--- src/rtl/mips_pkg.sv ---
// Shared encodings for the multicycle MIPS control path:
// opcodes, funct codes, ALU controls and FSM state enum.
package mips_pkg;

    localparam logic [5:0] OP_RTYPE = 6'b000000;
    localparam logic [5:0] OP_LW    = 6'b100011;
    localparam logic [5:0] OP_SW    = 6'b101011;
    localparam logic [5:0] OP_BEQ   = 6'b000100;
    localparam logic [5:0] OP_ADDI  = 6'b001000;
    localparam logic [5:0] OP_J     = 6'b000010;

    localparam logic [5:0] FN_ADD = 6'b100000;
    localparam logic [5:0] FN_SUB = 6'b100010;
    localparam logic [5:0] FN_AND = 6'b100100;
    localparam logic [5:0] FN_OR  = 6'b100101;
    localparam logic [5:0] FN_SLT = 6'b101010;

    localparam logic [2:0] ALU_ADD = 3'b010;
    localparam logic [2:0] ALU_SUB = 3'b110;
    localparam logic [2:0] ALU_AND = 3'b000;
    localparam logic [2:0] ALU_OR  = 3'b001;
    localparam logic [2:0] ALU_SLT = 3'b111;

    localparam logic [1:0] AOP_ADD   = 2'b00;
    localparam logic [1:0] AOP_SUB   = 2'b01;
    localparam logic [1:0] AOP_FUNCT = 2'b10;

    typedef enum logic [3:0] {
        S_FETCH    = 4'd0,
        S_DECODE   = 4'd1,
        S_MEMADR   = 4'd2,
        S_MEMREAD  = 4'd3,
        S_MEMWB    = 4'd4,
        S_MEMWRITE = 4'd5,
        S_EXECUTE  = 4'd6,
        S_ALUWB    = 4'd7,
        S_BRANCH   = 4'd8,
        S_ADDIEX   = 4'd9,
        S_ADDIWB   = 4'd10,
        S_JUMP     = 4'd11,
        S_ERROR    = 4'd12
    } state_e;

    function automatic logic is_mem_state(input state_e s);
        return (s == S_FETCH) || (s == S_MEMREAD) || (s == S_MEMWRITE);
    endfunction

endpackage

--- src/rtl/alu_decoder.sv ---
// Maps alu_op and R-type funct to a 3-bit ALU control;
// flags funct values with no defined operation.
module alu_decoder
    import mips_pkg::*;
(
    input  logic [5:0] funct,
    input  logic [1:0] alu_op,
    output logic [2:0] ALUControl,
    output logic       illegal
);

    always_comb begin
        ALUControl = ALU_ADD;
        illegal    = 1'b0;
        case (alu_op)
            AOP_SUB:   ALUControl = ALU_SUB;
            AOP_FUNCT: begin
                case (funct)
                    FN_ADD:  ALUControl = ALU_ADD;
                    FN_SUB:  ALUControl = ALU_SUB;
                    FN_AND:  ALUControl = ALU_AND;
                    FN_OR:   ALUControl = ALU_OR;
                    FN_SLT:  ALUControl = ALU_SLT;
                    default: illegal    = 1'b1;
                endcase
            end
            default:   ALUControl = ALU_ADD;
        endcase
    end

endmodule

--- src/rtl/mc_ctrl_fsm.sv ---
// Moore control FSM for a multicycle MIPS datapath with a memory
// wait watchdog and a retired-instruction counter.
module mc_ctrl_fsm
    import mips_pkg::*;
#(
    parameter int CNT_W        = 16,
    parameter int MEM_TIMEOUT  = 15,
    parameter int TRAP_ILLEGAL = 1,
    parameter int EN_JUMP      = 1
) (
    input  logic             clk,
    input  logic             rst,
    input  logic [5:0]       opcode,
    input  logic [5:0]       funct,
    input  logic             zero,
    input  logic             mem_ready,
    output logic             mem_req,
    output logic             PCEn,
    output logic             IorD,
    output logic             Memwrite,
    output logic             IRWrite,
    output logic             RegDst,
    output logic             MemtoReg,
    output logic             RegWrite,
    output logic             ALUsrcA,
    output logic [1:0]       ALUsrcB,
    output logic [1:0]       PCsrc,
    output logic [2:0]       ALUControl,
    output logic             err,
    output logic [CNT_W-1:0] instr_count
);

    localparam int WAIT_W = (MEM_TIMEOUT < 2) ? 1 : $clog2(MEM_TIMEOUT);
    localparam logic [WAIT_W-1:0] WAIT_LAST = WAIT_W'(MEM_TIMEOUT - 1);

    state_e            r_state;
    state_e            w_next;
    state_e            w_trap;
    logic [WAIT_W-1:0] r_wait;
    logic [CNT_W-1:0]  r_count;
    logic              w_mem;
    logic              w_timeout;
    logic              w_illegal;
    logic [1:0]        w_alu_op;
    logic [2:0]        w_alu_ctl;

    assign w_mem     = is_mem_state(r_state);
    assign w_timeout = w_mem && !mem_ready && (r_wait == WAIT_LAST);
    assign w_trap    = (TRAP_ILLEGAL != 0) ? S_ERROR : S_FETCH;

    always_comb begin
        w_alu_op = AOP_ADD;
        if (r_state == S_EXECUTE)
            w_alu_op = AOP_FUNCT;
        else if (r_state == S_BRANCH)
            w_alu_op = AOP_SUB;
    end

    alu_decoder u_alu_dec (
        .funct      (funct),
        .alu_op     (w_alu_op),
        .ALUControl (w_alu_ctl),
        .illegal    (w_illegal)
    );

    always_comb begin
        w_next = r_state;
        unique case (r_state)
            S_FETCH: begin
                if (mem_ready)      w_next = S_DECODE;
                else if (w_timeout) w_next = S_ERROR;
            end
            S_DECODE: begin
                case (opcode)
                    OP_LW, OP_SW: w_next = S_MEMADR;
                    OP_RTYPE:     w_next = S_EXECUTE;
                    OP_BEQ:       w_next = S_BRANCH;
                    OP_ADDI:      w_next = S_ADDIEX;
                    OP_J:         w_next = (EN_JUMP != 0) ? S_JUMP : w_trap;
                    default:      w_next = w_trap;
                endcase
            end
            S_MEMADR:
                w_next = (opcode == OP_SW) ? S_MEMWRITE : S_MEMREAD;
            S_MEMREAD: begin
                if (mem_ready)      w_next = S_MEMWB;
                else if (w_timeout) w_next = S_ERROR;
            end
            S_MEMWRITE: begin
                if (mem_ready)      w_next = S_FETCH;
                else if (w_timeout) w_next = S_ERROR;
            end
            S_EXECUTE: begin
                if (w_illegal && (TRAP_ILLEGAL != 0))
                    w_next = S_ERROR;
                else
                    w_next = S_ALUWB;
            end
            S_ADDIEX: w_next = S_ADDIWB;
            S_MEMWB, S_ALUWB, S_BRANCH, S_ADDIWB, S_JUMP:
                w_next = S_FETCH;
            S_ERROR:  w_next = S_ERROR;
            default:  w_next = S_ERROR;
        endcase
    end

    // Any state change (memory entry or completion) restarts the wait count.
    always_ff @(posedge clk or negedge rst) begin
        if (!rst) begin
            r_state <= S_FETCH;
            r_wait  <= '0;
            r_count <= '0;
        end else begin
            r_state <= w_next;
            if (w_next != r_state)
                r_wait <= '0;
            else if (w_mem && !mem_ready)
                r_wait <= r_wait + 1'b1;
            if ((w_next == S_FETCH) && (r_state != S_FETCH))
                r_count <= r_count + 1'b1;
        end
    end

    always_comb begin
        mem_req    = 1'b0;
        PCEn       = 1'b0;
        IorD       = 1'b0;
        Memwrite   = 1'b0;
        IRWrite    = 1'b0;
        RegDst     = 1'b0;
        MemtoReg   = 1'b0;
        RegWrite   = 1'b0;
        ALUsrcA    = 1'b0;
        ALUsrcB    = 2'b00;
        PCsrc      = 2'b00;
        ALUControl = w_alu_ctl;
        unique case (r_state)
            S_FETCH: begin
                mem_req = 1'b1;
                ALUsrcB = 2'b01;
                IRWrite = mem_ready & rst;
                PCEn    = mem_ready & rst;
            end
            S_DECODE:  ALUsrcB = 2'b10;
            S_MEMADR: begin
                ALUsrcA = 1'b1;
                ALUsrcB = 2'b10;
            end
            S_MEMREAD: begin
                mem_req = 1'b1;
                IorD    = 1'b1;
            end
            S_MEMWB: begin
                MemtoReg = 1'b1;
                RegWrite = 1'b1;
            end
            S_MEMWRITE: begin
                mem_req  = 1'b1;
                IorD     = 1'b1;
                Memwrite = 1'b1;
            end
            S_EXECUTE: ALUsrcA = 1'b1;
            S_ALUWB: begin
                RegDst   = 1'b1;
                RegWrite = 1'b1;
            end
            S_BRANCH: begin
                ALUsrcA = 1'b1;
                PCsrc   = 2'b01;
                PCEn    = zero;
            end
            S_ADDIEX: begin
                ALUsrcA = 1'b1;
                ALUsrcB = 2'b10;
            end
            S_ADDIWB:  RegWrite = 1'b1;
            S_JUMP: begin
                PCsrc = 2'b10;
                PCEn  = 1'b1;
            end
            S_ERROR:   ALUControl = 3'b000;
            default:   ALUControl = 3'b000;
        endcase
    end

    assign err         = (r_state == S_ERROR);
    assign instr_count = r_count;

endmodule

--- config.mk ---
export PLATFORM = sky130hd
export DESIGN_NAME = mc_ctrl_fsm
export DESIGN_NICKNAME = d
export VERILOG_FILES = /design/src/rtl/mips_pkg.sv /design/src/rtl/alu_decoder.sv /design/src/rtl/mc_ctrl_fsm.sv
export SDC_FILE = /design/constraint.sdc
export NUM_CORES = 1
export LEC_CHECK = 0
export CAP_MARGIN = 20
export CORE_ASPECT_RATIO = 1.75
export CORE_MARGIN = 3
export CORE_UTILIZATION = 35
export DETAILED_ROUTE_END_ITERATION = 16
export PLACE_DENSITY = 0.67
export SLEW_MARGIN = 20
export SYNTH_ARGS = -nofsm -noshare
export SYNTH_HDL_FRONTEND = slang
export SYNTH_SLANG_ARGS = --single-unit
--- constraint.sdc ---
create_clock -name clk -period 2.8 [get_ports clk]
set_clock_uncertainty 0.05 [all_clocks]
set_input_delay 0.7 -clock clk [delete_from_list [all_inputs] [get_ports clk]]
set_output_delay 0.7 -clock clk [all_outputs]
set_load 0.01 [all_outputs]
* Word-level counts from Yosys, hierarchy flattened
Cells that the tools add are included.
** Cells by class
- Add/subtract/negate cells :: 2
- Equal/unequal tests :: 26
- Mux-type cells :: 28
- Bitwise gates (word level) :: 1
- Reduce and logical (&&, ||, !) cells :: 20
** Operator list (number)
- == test 6 bit, second input constant :: 7
- case mux 4 bit (8 select lines) :: 1
- 2-to-1 mux 4 bit :: 7
- == test 4 bit, second input constant :: 6
- case mux 4 bit (5 select lines) :: 1
- adder 16 x 1 -> 16 bit, second input constant :: 1
- == test 4 x 3 -> 1 bit, second input constant :: 4
- case mux 3 bit (4 select lines) :: 1
- OR reduction 12 bit :: 1
- 2-to-1 mux 1 bit :: 11
- OR reduction 5 bit :: 2
- OR reduction 3 bit :: 3
- == test 4 x 2 -> 1 bit, second input constant :: 2
- zero test 4 bit :: 2
- case mux 2 bit (2 select lines) :: 2
- == test 6 x 2 -> 1 bit, second input constant :: 1
- == test 6 x 3 -> 1 bit, second input constant :: 1
- == test 6 x 4 -> 1 bit, second input constant :: 1
- zero test 6 bit :: 1
- 2-to-1 mux 3 bit :: 2
- case mux 3 bit (2 select lines) :: 1
- adder 4 x 1 -> 4 bit, second input constant :: 1
- == test 4 x 1 -> 1 bit, second input constant :: 1
- inequality test 4 bit :: 1
- other kinds (12) :: 16
** Storage, ports and cells
- Register bits after elaboration :: 24
- Bits of input ports :: 16
- Output and inout port bits :: 33
- Logic and storage cells :: 80

* Longest topological paths before layout
Gate-level depths: netlist of run 1.
- Depth in word-level cells :: 10
- Gate-level depth with buffers :: 11
- Mapped depth without buffers :: 9

* Modules after synthesis
From an unflattened synthesis of run 1, not the netlist that was laid out.
** Second synthesis, totals
- Cells, all modules :: 203
- Area total of the unflattened synthesis :: 1790.5 um2
** Modules (own cells, without submodules)
- mc_ctrl_fsm :: instances 1, cells an instance 183, area each 1641.6 um2, seq. area each 600.6 um2
- alu_decoder :: instances 1, cells an instance 20, area each 148.9 um2, seq. area each 0.0 um2

* Least setup slack after synthesis of run 1
Ideal clock, no wire load.
- Path kind :: input to register
- From :: in mem_ready
- To :: reg r_count[1] (netlist: instr_count[1])
- Setup time :: 0.127 ns
- Arrival time :: 2.245 ns
- Data required time :: 2.623 ns
- Path slack :: 0.378 ns
- Cell stages on the path :: 7
- Buffers on the path :: 1
- Cells stage by stage :: or4_4 -> o22ai_4 -> a22oi_2 -> and3_1 -> and3b_1 -> buf_6 -> mux2_1
** On the way
- Cells in the longest elaborated chain, start to end :: 8
- Elaborated cells between the ends (all ways) :: 10
- Those cells by class :: 5 x mux; 5 x reduce/logical
** Ends and longest elaborated chain
- from (decl) :: line mc_ctrl_fsm.sv:16 : input logic mem_ready,
- zero test 1 bit :: line mc_ctrl_fsm.sv:48 : assign w_timeout = w_mem && !mem_ready && (r_wait == WAIT_LAST);
- logical AND 1 bit (2 in series) :: line mc_ctrl_fsm.sv:48
- 2-to-1 mux 4 bit :: line mc_ctrl_fsm.sv:71, mc_ctrl_fsm.sv:87, mc_ctrl_fsm.sv:91
- 2-to-1 mux 4 bit, on equally long branches :: line mc_ctrl_fsm.sv:90, mc_ctrl_fsm.sv:70, mc_ctrl_fsm.sv:86
- case mux 4 bit (8 select lines) * :: line mc_ctrl_fsm.sv:68 : unique case (r_state)
- zero test 4 bit * :: line mc_ctrl_fsm.sv:119 : if ((w_next == S_FETCH) && (r_state != S_FETCH))
- logical AND 1 bit * :: line mc_ctrl_fsm.sv:119
- to (signal assigned) :: line mc_ctrl_fsm.sv:120 : r_count <= r_count + 1'b1;
- to (decl) :: line mc_ctrl_fsm.sv:40 : logic [CNT_W-1:0] r_count;
Every way passes the cells marked *; elsewhere a longest branch is shown, timed or not.
A chain may end at the register's enable or synchronous reset.

* Worst setup path after layout of run 1
- From :: reg r_state[3]
- To :: out ALUsrcB[1]
** On the way
- Cells in the longest elaborated chain, start to end :: 3
- Elaborated cells between the ends (all ways) :: 6
- Those cells by class :: 3 x eq/ne; 1 x mux; 2 x reduce/logical
** Ends and longest elaborated chain
- from (decl) :: line mc_ctrl_fsm.sv:36 : state_e r_state;
- from (signal assigned) :: line mc_ctrl_fsm.sv:114 : r_state <= w_next;
- == test 4 x 1 -> 1 bit (tied with other cells) :: line mc_ctrl_fsm.sv:137 : unique case (r_state)
- OR reduction 3 bit (no source line)
- case mux 2 bit (2 select lines) * :: line mc_ctrl_fsm.sv:137
- to (decl) :: line mc_ctrl_fsm.sv:26 : output logic [1:0] ALUsrcB,
Marks and branches as above.

==> results of run 1 <==
layout make-up:
class / count / share of cell area
sequential: 24 / 0.241
tap: 51 / 0.0254
inverter: 5 / 0.00748
multi-input combinational: 150 / 0.409
timing repair buffer: 79 / 0.295
clock buffer: 4 / 0.0219
worst max-delay path by stage:
stage	cells past startpoint	end	start	slack, ns
floorplan	7	instr_count[1]	mem_ready	0.38
global placement	8	instr_count[1]	funct[2]	-0.21
detailed placement	8	instr_count[1]	funct[2]	-0.21
CTS	6	PCEn	r_state[2]	0.01
global route	5	ALUsrcB[1]	r_state[3]	0.006
finish	5	ALUsrcB[1]	r_state[3]	0.07
worst max-delay path, delay by kind of cell, from the launching register on:
kind	cells	cell delay (ns)
buffers and inverters	2	0.77
AO/OA/AOI/OAI	1	0.15
flip-flops	1	0.47
AND/OR/NAND/NOR	2	0.32
kinds of logic after synthesis:
kind of cell	count (synthesis)	synth area share
flip-flops	24	0.355
XOR/XNOR	21	0.109
AO/OA/AOI/OAI	32	0.142
multiplexers	3	0.0192
AND/OR/NAND/NOR	91	0.300
buffers and inverters	17	0.0532
adder cells (fa/ha/maj)	3	0.0222
power groups by stage:
| stage | clock [mW] | sequential (mW) | combinational [mW] |
|---|---|---|---|
| floorplan | 0 | 0.510 | 0.676 |
| global placement | 0 | 0.534 | 1.12 |
| detailed placement | 0 | 0.534 | 1.13 |
| CTS | 0.231 | 0.532 | 1.13 |
| global route | 0.244 | 0.535 | 1.39 |
| finish | 0.233 | 0.522 | 1.29 |
synthesized netlist by cell type, types with 2 or more instances:
cell type,number,area [sq um]
nand3_1,4,20.0
and2_1,2,12.5
a211o_1,2,17.5
nand3_2,6,60.1
nor2_1,21,78.8
clkbuf_1,4,15.0
xnor2_1,17,149
o211ai_1,2,15.0
o311a_1,2,20.0
dfrtp_1,24,601
nor2b_1,6,37.5
buf_1,2,7.51
nand2b_1,4,25.0
nor3b_1,2,15.0
nand2_1,12,45.0
a31oi_1,3,18.8
buf_6,3,33.8
nand4_1,6,37.5
xor2_1,4,35.0
o21ai_0,6,30.0
ha_1,3,37.5
inv_1,5,18.8
nand2_2,3,18.8
o31ai_1,2,15.0
nor4_1,2,12.5
and3_1,12,75.1
buf_2,3,15.0
a21oi_1,4,20.0
a32oi_1,3,26.3
nor3_1,7,35.0
layer usage:
layer / GRT usage / routed length (um)
met1: 0.160 / 1720
met4: 0.0506 / 148
met2: 0.293 / 2550
met5: 0 / 0
met3: 0.0119 / 123
state kept, by name, indices dropped and copies added, names as in the netlist:
| register | count |
|---|---|
| instr_count | 16 |
| r_wait | 4 |
| r_state | 4 |
metrics by stage:
step,TNS (ns),setup slack [ns],std cells,total power [mW],util
2_1_floorplan,0,0.378,191,1.19,-
3_3_place_gp,-2.46,-0.206,304,1.66,0.525
3_5_place_dp,-2.80,-0.211,304,1.67,0.525
4_1_cts,0,0.0133,308,1.90,0.537
5_1_grt,0,0.00624,313,2.16,0.554
6_report,0,0.0720,313,2.04,0.554
repair_timing:
action                     in CTS  in global routing
resized for setup               7                  9
pin swaps                       1                  0
setup buffers                   0                  4
setup endpoints to repair       5                  8
hold buffers                    0                  0
gates cloned                    0                  1
==> metrics.md, run 1 <==
| Metric | Value |
|---|---|
| Status | complete, no violations |
| Row cnt | 32 |
| Clock transition at path regs | roughly 0.09 ns |
| Worst setup SP type | flop |
| Starting density of the core | 0.374 |
| Cell Area, Placed | 0.00237 sq mm |
| CP cell instances | buf_4, nor2_1, nand2_1, a21oi_1, clkdlybuf4s50_1 |
| Netlist cell types | 45 |
| Final antenna-violating net count | 0 |
| Achievable frequency | roughly 0.37 GHz |
| Final HPWL from detailed placement | between 3000 and 4000 um |
| Comb power frac | 0.630 |
| CORE AREA | around 0.0045 sq mm |
| Hold_sp | instr_count[15] |
| R2R depth | 8 |
| DRT iter0 DRCs | 55 |
| Post-synth EDFFs | 0 |
| Worst EP required | 2.05 ns |
| Slowest cell on crit path | clkdlybuf4s50_1 |
| Sequential fraction of the synthesis area | 0.355 |
| HP Class | reg2reg |
| Psw | approximately 0.8 mW |
| Reg2reg end | instr_count[1] |
| Async S/R FF share, synth | 1.00 |
| Yosys reg bits | 24 |
| Worst R2R Start | r_state[2] |
| Crit-path max FO | 13 |
| Final min period | 2.73 ns |
| Final Hold Fails | 0 |
| Clock sink count | 24 |
| Clk Tree Root Cell | clkbuf_8 |
| Hold depth | 1 |
| CTS tree | done |
| Most frequent cells in the layout | 42 x clkdlybuf4s50_1, 29 x buf_4, 21 x dfrtp_1 |
| Net Count, Synth | 210 |
| Final Cycle Share | 0.974 |
| GR Overflow Total | 0 |
| Global-route usage over all layers | 0.150 |
| CTS buffer count | 3 |
| Mapped cell area | between 0.0015 and 0.002 sq mm |
| Critical path arrival | 1.98 ns |
| Initial antenna violation count | 0 |
| First-pass GRT wire length | just over 7000 um |
| Kind of critical path | reg2out |
| Design area | 0.00251 sq mm |
| Share of cells above drive strength 1 | 0.218 |
| Net Sw Frac | 0.392 |
| Cell Pwr Density | 813 mW/mm^2 |
| RSZ-0062 raised after global routing | false |
| Clock Tree Buf Depth | 2 |
| Die Y | 98 um |
| Slew Viols, Final | 0 |
| Via count | roughly 1700 |
| Syn avg cell area | slightly below 9 sq um |
| Pleak | 1.09 nW |
| Worst Hold Path EP | instr_count[15] |
| Final hold slack | around 0.43 ns |
| Via density | between 5 and 6 |
| Cell Int Power | 1.24 mW |
| Yosys warns | 0 |
| I/O Buffers | 48 |
| Peak supply drop | 0.000699 V |
| Clk Latency, worst-skew pair | 0.26 ns |
| Clock power share | 0.114 |
| # IOs | just under 50 |
| WL final | 4540 um |
| CP peak stage delay | between 0.5 and 0.6 ns |
| Pre-antenna DRT Iters | 4 |
| Wire per inst | approximately 15 um |
| Worst slew pin tran | 0.390 ns |
| Relative slew slack | 0.738 |
| Placer Congestion | 0.816 |
| Max-cap violations | 0 |
| Post-synthesis cell count | 191 |
| Die Span X | 58.6 um |
| R2R setup slack | 0.32 ns |
| Sequential cell area | between 600 and 700 sq um |
| Largest net degree at the start of global routing | 25 |
| # setup viols final | 0 |
| Multi-input logic area | roughly 0.0010 sq mm |
| Die area | 0.00574 sq mm |
| Reg power frac | 0.256 |
| FILL cells | ~420 |
| N_diodes | 0 |
| Vias in the first global route | between 1500 and 2000 |
| DRC | 0 |
| Nets | between 200 and 300 |
| H-tree levels | 1 |
| Commonest non-fill, non-tap cell in the layout | clkdlybuf4s50_1 |
| CP endpoint kind | output port |
| Main synth FF type | dfrtp_1 |
| Area Growth Syn to Fin | 48.2% |
Power figures use the tool's default switching activity.
==> inputs of run 2 (changes only) <==
- PLACE_DENSITY: 0.67 -> 0.66
==> run 2 against run 1 <==
Clock-buffer cell count is the same. Register-to-register slack gained 0.02 ns. Wire length shrank 5.2%. Critical path depth is the same. Sequential power grew 2%. Non-clock buffer count shrank 7. Sequential share of layout area grew 0.41 points. Total power shrank 4.1%. Combinational power shrank 8%. Largest power group unchanged. Highest routed layer unchanged.
==> metrics.md, run 2 (synthesized netlist as in run 1, its figures left out) <==
| Metric | Value |
|---|---|
| Final min period | ~2.7 ns |
| Initial antenna violation count | 0 |
| FILL cells | 445 |
| Via count | 1606 |
| Final HPWL from detailed placement | ~3300 um |
| Cell Pwr Density | ~790 mW/mm^2 |
| # setup viols final | 0 |
| M1 wire length | 1710 um |
| Kind of critical path | reg2out |
| CTS tree | done |
| GR Overflow Total | 0 |
| Share of cells above drive strength 1 | 0.192 |
| # IOs | 49 |
| Clk Latency, worst-skew pair | between 0.2 and 0.3 ns |
| First-pass GRT wire length | slightly above 7000 um |
| Most frequent cells in the layout | 42 x clkdlybuf4s50_1, 22 x dfrtp_1, 22 x buf_4 |
| I/O Buffers | 48 |
| Wire per inst | 14.1 um |
| Clk Tree Root Cell | clkbuf_8 |
| Relative slew slack | 0.719 |
| Die Y | just under 100 um |
| Starting density of the core | 0.374 |
| Area Growth Syn to Fin | 45.4% |
| Nets | around 280 |
| Crit path from | r_state[0] |
| Setup TNS | 0 ns |
| HP Class | reg2reg |
| Clock Tree Buf Depth | 2 |
| Clock sink count | 24 |
| Placer Congestion | roughly 0.82 |
| Final Hold Fails | 0 |
| DRC | 0 |
| Die Span X | between 50 and 60 um |
| Status | complete, no violations |
| Routed length on met2 | between 2000 and 2500 um |
| Vias in the first global route | around 1600 |
| Achievable frequency | 0.369 GHz |
| Commonest non-fill, non-tap cell in the layout | clkdlybuf4s50_1 |
| R2R depth | 8 |
| N_diodes | 0 |
| Final Cycle Share | 0.968 |
| Die area | ~0.0057 sq mm |
| Fin util | 0.544 |
| Peak supply drop | approximately 0.00070 V |
| Max-cap violations | 0 |
| Hold_sp | instr_count[13] |
| DRT iter0 DRCs | 27 |
| Routed length on met3 | 136 um |
| CP endpoint kind | output port |
| Largest net degree at the start of global routing | 25 |
| CTS buffer count | 3 |
| Worst R2R Start | r_state[0] |
| Critical path arrival | between 1.5 and 2 ns |
| Worst slew pin tran | around 0.42 ns |
| Final hold slack | 0.446 ns |
| Final antenna-violating net count | 0 |
| Clock transition at path regs | about 0.08 ns |
| Via density | around 5.2 |
| Worst Hold Path EP | instr_count[13] |
| R2R setup slack | around 0.34 ns |
| RSZ-0062 raised after global routing | false |
| Crit-path max FO | 12 |
| Worst EP required | about 2.1 ns |
| Reg2reg end | instr_count[1] |
| Hold depth | 1 |
| Row cnt | 32 |
| CORE AREA | approximately 0.0045 sq mm |
| Pleak | 1.07 nW |
| Pre-antenna DRT Iters | 4 |
| Global-route usage over all layers | 0.153 |
| Worst setup SP type | flop |
| Top routing layer used | met4 |
| H-tree levels | 1 |
| Number of flip-flops under the largest register name | 16 |
| Slew Viols, Final | 0 |
| WL final | 4300 um |
==> run 2: cell count changes in the layout (fill, tap and decap cells not counted) <==
| cell | previous run | this run |
|---|---|---|
| dlygate4sd2_1 | 5 | 4 |
| dfrtp_1 | 21 | 22 |
| nor2_1 | 19 | 20 |
| nor3b_1 | 1 | 0 |
| dfrtp_2 | 3 | 2 |
| nor2_2 | 2 | 1 |
| nor3b_2 | 1 | 2 |
| buf_4 | 29 | 22 |
| dlymetal6s2s_1 | 1 | 2 |
==> run 2: how the worst max path moves through the flow <==
stage | endpoint | cells after the start
floorplan | instr_count[1] | 7
finish | IRWrite | 5
global route | RegWrite | 5
CTS | mem_req | 4
global placement | instr_count[1] | 8
detailed placement | instr_count[1] | 8
==> run 2: cell type report <==
cell class | instances | area [sq um] | share of cell area
multi-input cells | 150 | 1030 | 0.418
well taps | 51 | 63.8 | 0.0259
clock buffers | 4 | 55.1 | 0.0224
inverters | 5 | 18.8 | 0.00763
repair buffers | 72 | 691 | 0.281
flip-flops and latches | 24 | 603 | 0.245
==> run 2: repair_timing <==
item | in CTS | in global routing
gates cloned | 0 | 1
buffers inserted | 0 | 1
endpoints found under the hold margin | 0 | 0
gates resized for setup | 5 | 10
hold buffers | 0 | 0
endpoints found under the setup margin | 4 | 10
pin swaps | 1 | 0
==> run 2: worst max-delay path, stage by stage, from the launching register on <==
cell and delay [ns]:
dfrtp_1 0.54, nor2_1 0.20, nand2_1 0.14, inv_1 0.10
and3_1 0.18, clkdlybuf4s50_1 0.54
==> run 2: stage by stage <==
step           setup slack [ns]  cells  area (sq um)  power, mW
2_1_floorplan             0.378    191          1690       1.19
3_3_place_gp             -0.211    300          2340       1.62
3_5_place_dp             -0.211    300          2340       1.62
4_1_cts                  0.0164    304          2400       1.85
5_1_grt                  0.0177    306          2460       2.09
6_report                 0.0907    306          2460       1.96
==> run 2: power breakdown <==
group | internal [mW] | leakage, nW | total, mW | switching (mW)
sequential | 0.421 | 0.318 | 0.534 | 0.113
clock | 0.126 | 0.0288 | 0.232 | 0.107
combinational | 0.633 | 0.725 | 1.19 | 0.556
==> run 2: routing by layer <==
layer,up-vias,GRT usage
li1,800,-
met1,753,0.182
met2,42,0.270
met3,11,0.0119
met4,0,0.0698
met5,-,0
==> inputs of run 3 (changes only) <==
- CORE_UTILIZATION: 35 -> 48
- PLACE_DENSITY: 0.66 -> 0.85
==> run 3 against run 2 <==
Hold slack worse by 0.012 ns. Largest cell class unchanged. Design area about the same. Sequential power down 2%. Combinational power rose by 3%. Non-clock buffer count is 2 higher. Sequential cell count unchanged.
==> metrics.md, run 3 (synthesized netlist as in run 1, its figures left out) <==
| Metric | Value |
|---|---|
| Status | complete, no violations |
| DRC | 0 |
| Net Sw Frac | 0.385 |
| Final Hold Fails | 0 |
| Die area | around 0.0043 sq mm |
| Pleak | approximately 1.1 nW |
| H-tree levels | 1 |
| Final antenna-violating net count | 0 |
| WL final | between 4000 and 5000 um |
| Global routing usage on met3 | 0.0178 |
| R2R depth | 11 |
| Multi-input logic area | 0.00103 sq mm |
| Place WS | -0.202 ns |
| Achievable frequency | roughly 0.37 GHz |
| Worst EP required | 2.90 ns |
| Slew Viols, Final | 0 |
| Slack of the critical path | between 0.06 and 0.07 ns |
| Relative slew slack | 0.703 |
| Crit-path max FO | 14 |
| Hold_sp | instr_count[15] |
| FILL cells | 251 |
| N_diodes | 0 |
| Largest net degree at the start of global routing | 25 |
| Final Cycle Share | 0.977 |
| Die Y | 84.6 um |
| Max-cap violations | 0 |
| I/O Buffers | 48 |
| Worst Setup EP | instr_count[10] |
| Placer Congestion | 0.962 |
| GR Layer Usage met1 | 0.229 |
| Clock transition at path regs | 0.08 ns |
| R2R setup slack | 0.29 ns |
| Worst setup SP type | input port |
| Vias in the first global route | around 1600 |
| Peak supply drop | around 0.00075 V |
| Pre-antenna DRT Iters | 4 |
| Initial antenna violation count | 0 |
| Share of cells above drive strength 1 | 0.202 |
| Commonest non-fill, non-tap cell in the layout | clkdlybuf4s50_1 |
| DRT iter0 DRCs | ~40 |
| Clk Tree Root Cell | clkbuf_8 |
| Kind of critical path | in2reg |
| # IOs | 49 |
| Fin util | 0.751 |
| Cell Pwr Density | roughly 830 mW/mm^2 |
| Final HPWL from detailed placement | ~3300 um |
| CTS tree | done |
| Psw | a little under 0.8 mW |
| Sequential cell area | a little over 600 sq um |
| Design area | about 0.0025 sq mm |
| Area Growth Syn to Fin | 45.5% |
| Global-route usage over all layers | 0.213 |
| Number of flip-flops under the largest register name | 16 |
| Most frequent cells in the layout | 42 x clkdlybuf4s50_1, 25 x buf_4, 21 x dfrtp_1 |
| Clock Tree Buf Depth | 2 |
| Final min period | approximately 2.7 ns |
| CP endpoint kind | flop |
| Row cnt | 27 |
| GR Overflow Total | 0 |
| Crit path from | funct[1] |
| Cell Int Power | between 1 and 1.5 mW |
| Nets | 277 |
| Worst slew pin tran | ~0.44 ns |
| Via density | approximately 5.5 |
| GRT busiest layer | met2 |
| # setup viols final | 0 |
| Reg2reg end | instr_count[10] |
| Critical path arrival | 2.84 ns |
| Clock sink count | 24 |
| CORE AREA | 0.00328 sq mm |
| Comb power frac | 0.601 |
| Via count | ~1600 |
| Worst R2R Start | r_wait[0] |
| HP Class | reg2reg |
| Cell Area, Placed | between 0.002 and 0.0025 sq mm |
| Clk Latency, worst-skew pair | about 0.26 ns |
| Tot Pwr | ~2.0 mW |
| Reg power frac | 0.255 |
| Cts hold-fix bufs | 0 |
| CTS buffer count | 3 |
| Die Span X | 50.9 um |
| Met2 Usage GRT | 0.411 |
| Starting density of the core | 0.517 |
| First-pass GRT wire length | around 7300 um |
| Wire per inst | 14.6 um |
| Clock power share | 0.144 |
[run 3: power by group through the flow]
stage / logic, mW / clock network [mW] / registers (mW)
floorplan: 0.676 / 0 / 0.510
global placement: 1.10 / 0 / 0.516
detailed placement: 1.11 / 0 / 0.519
CTS: 1.13 / 0.301 / 0.516
global route: 1.33 / 0.318 / 0.534
finish: 1.23 / 0.295 / 0.522
[run 3: repair_timing]
action | in CTS | in global routing
pin swaps | 1 | 2
gates resized for setup | 8 | 7
endpoints found under the setup margin | 5 | 11
buffers inserted | 0 | 5
[run 3: per-stage QoR]
stage	TNS [ns]	hold WS [ns]	instances
after global routing	-0.106	0.461	300
after global placement	-2.33	0.416	291
after CTS	0	0.450	295
after detailed placement	-2.74	0.421	291
after floorplan	0	0.354	191
final	0	0.435	300
[run 3: area by class of cell]
type	count	area share
Sequential cell	24	0.245
Timing Repair Buffer	74	0.279
Tap cell	43	0.0218
Clock buffer	3	0.0168
Multi-Input combinational cell	150	0.417
Inverter	5	0.00762
Clock inverter	1	0.0122
[run 3: worst min-delay path by stage]
stage / endpoint / cells after the start / slack, ns
after floorplan: instr_count[0] / 0 / 0.35
after global placement: instr_count[15] / 1 / 0.42
after detailed placement: instr_count[15] / 1 / 0.42
after CTS: instr_count[15] / 1 / 0.45
after global routing: instr_count[6] / 1 / 0.46
final: instr_count[15] / 1 / 0.43
[run 3: routing by layer]
layer | part of all wire | up-vias
met1 | 0.38 | 784
met2 | 0.57 | 34
met4 | 0.025 | 0
met3 | 0.022 | 8
met5 | 0 | -
li1 | - | 811
[run 3: critical path: stages]
cell and delay, ns:
clkdlybuf4s50_1 0.50, mux2_2 0.33, o311a_1 0.32, nor2_2 0.11, and3_1 0.16, and3b_2 0.24, buf_12 0.15, buf_4 0.12
nand3_2 0.07, xnor2_1 0.14
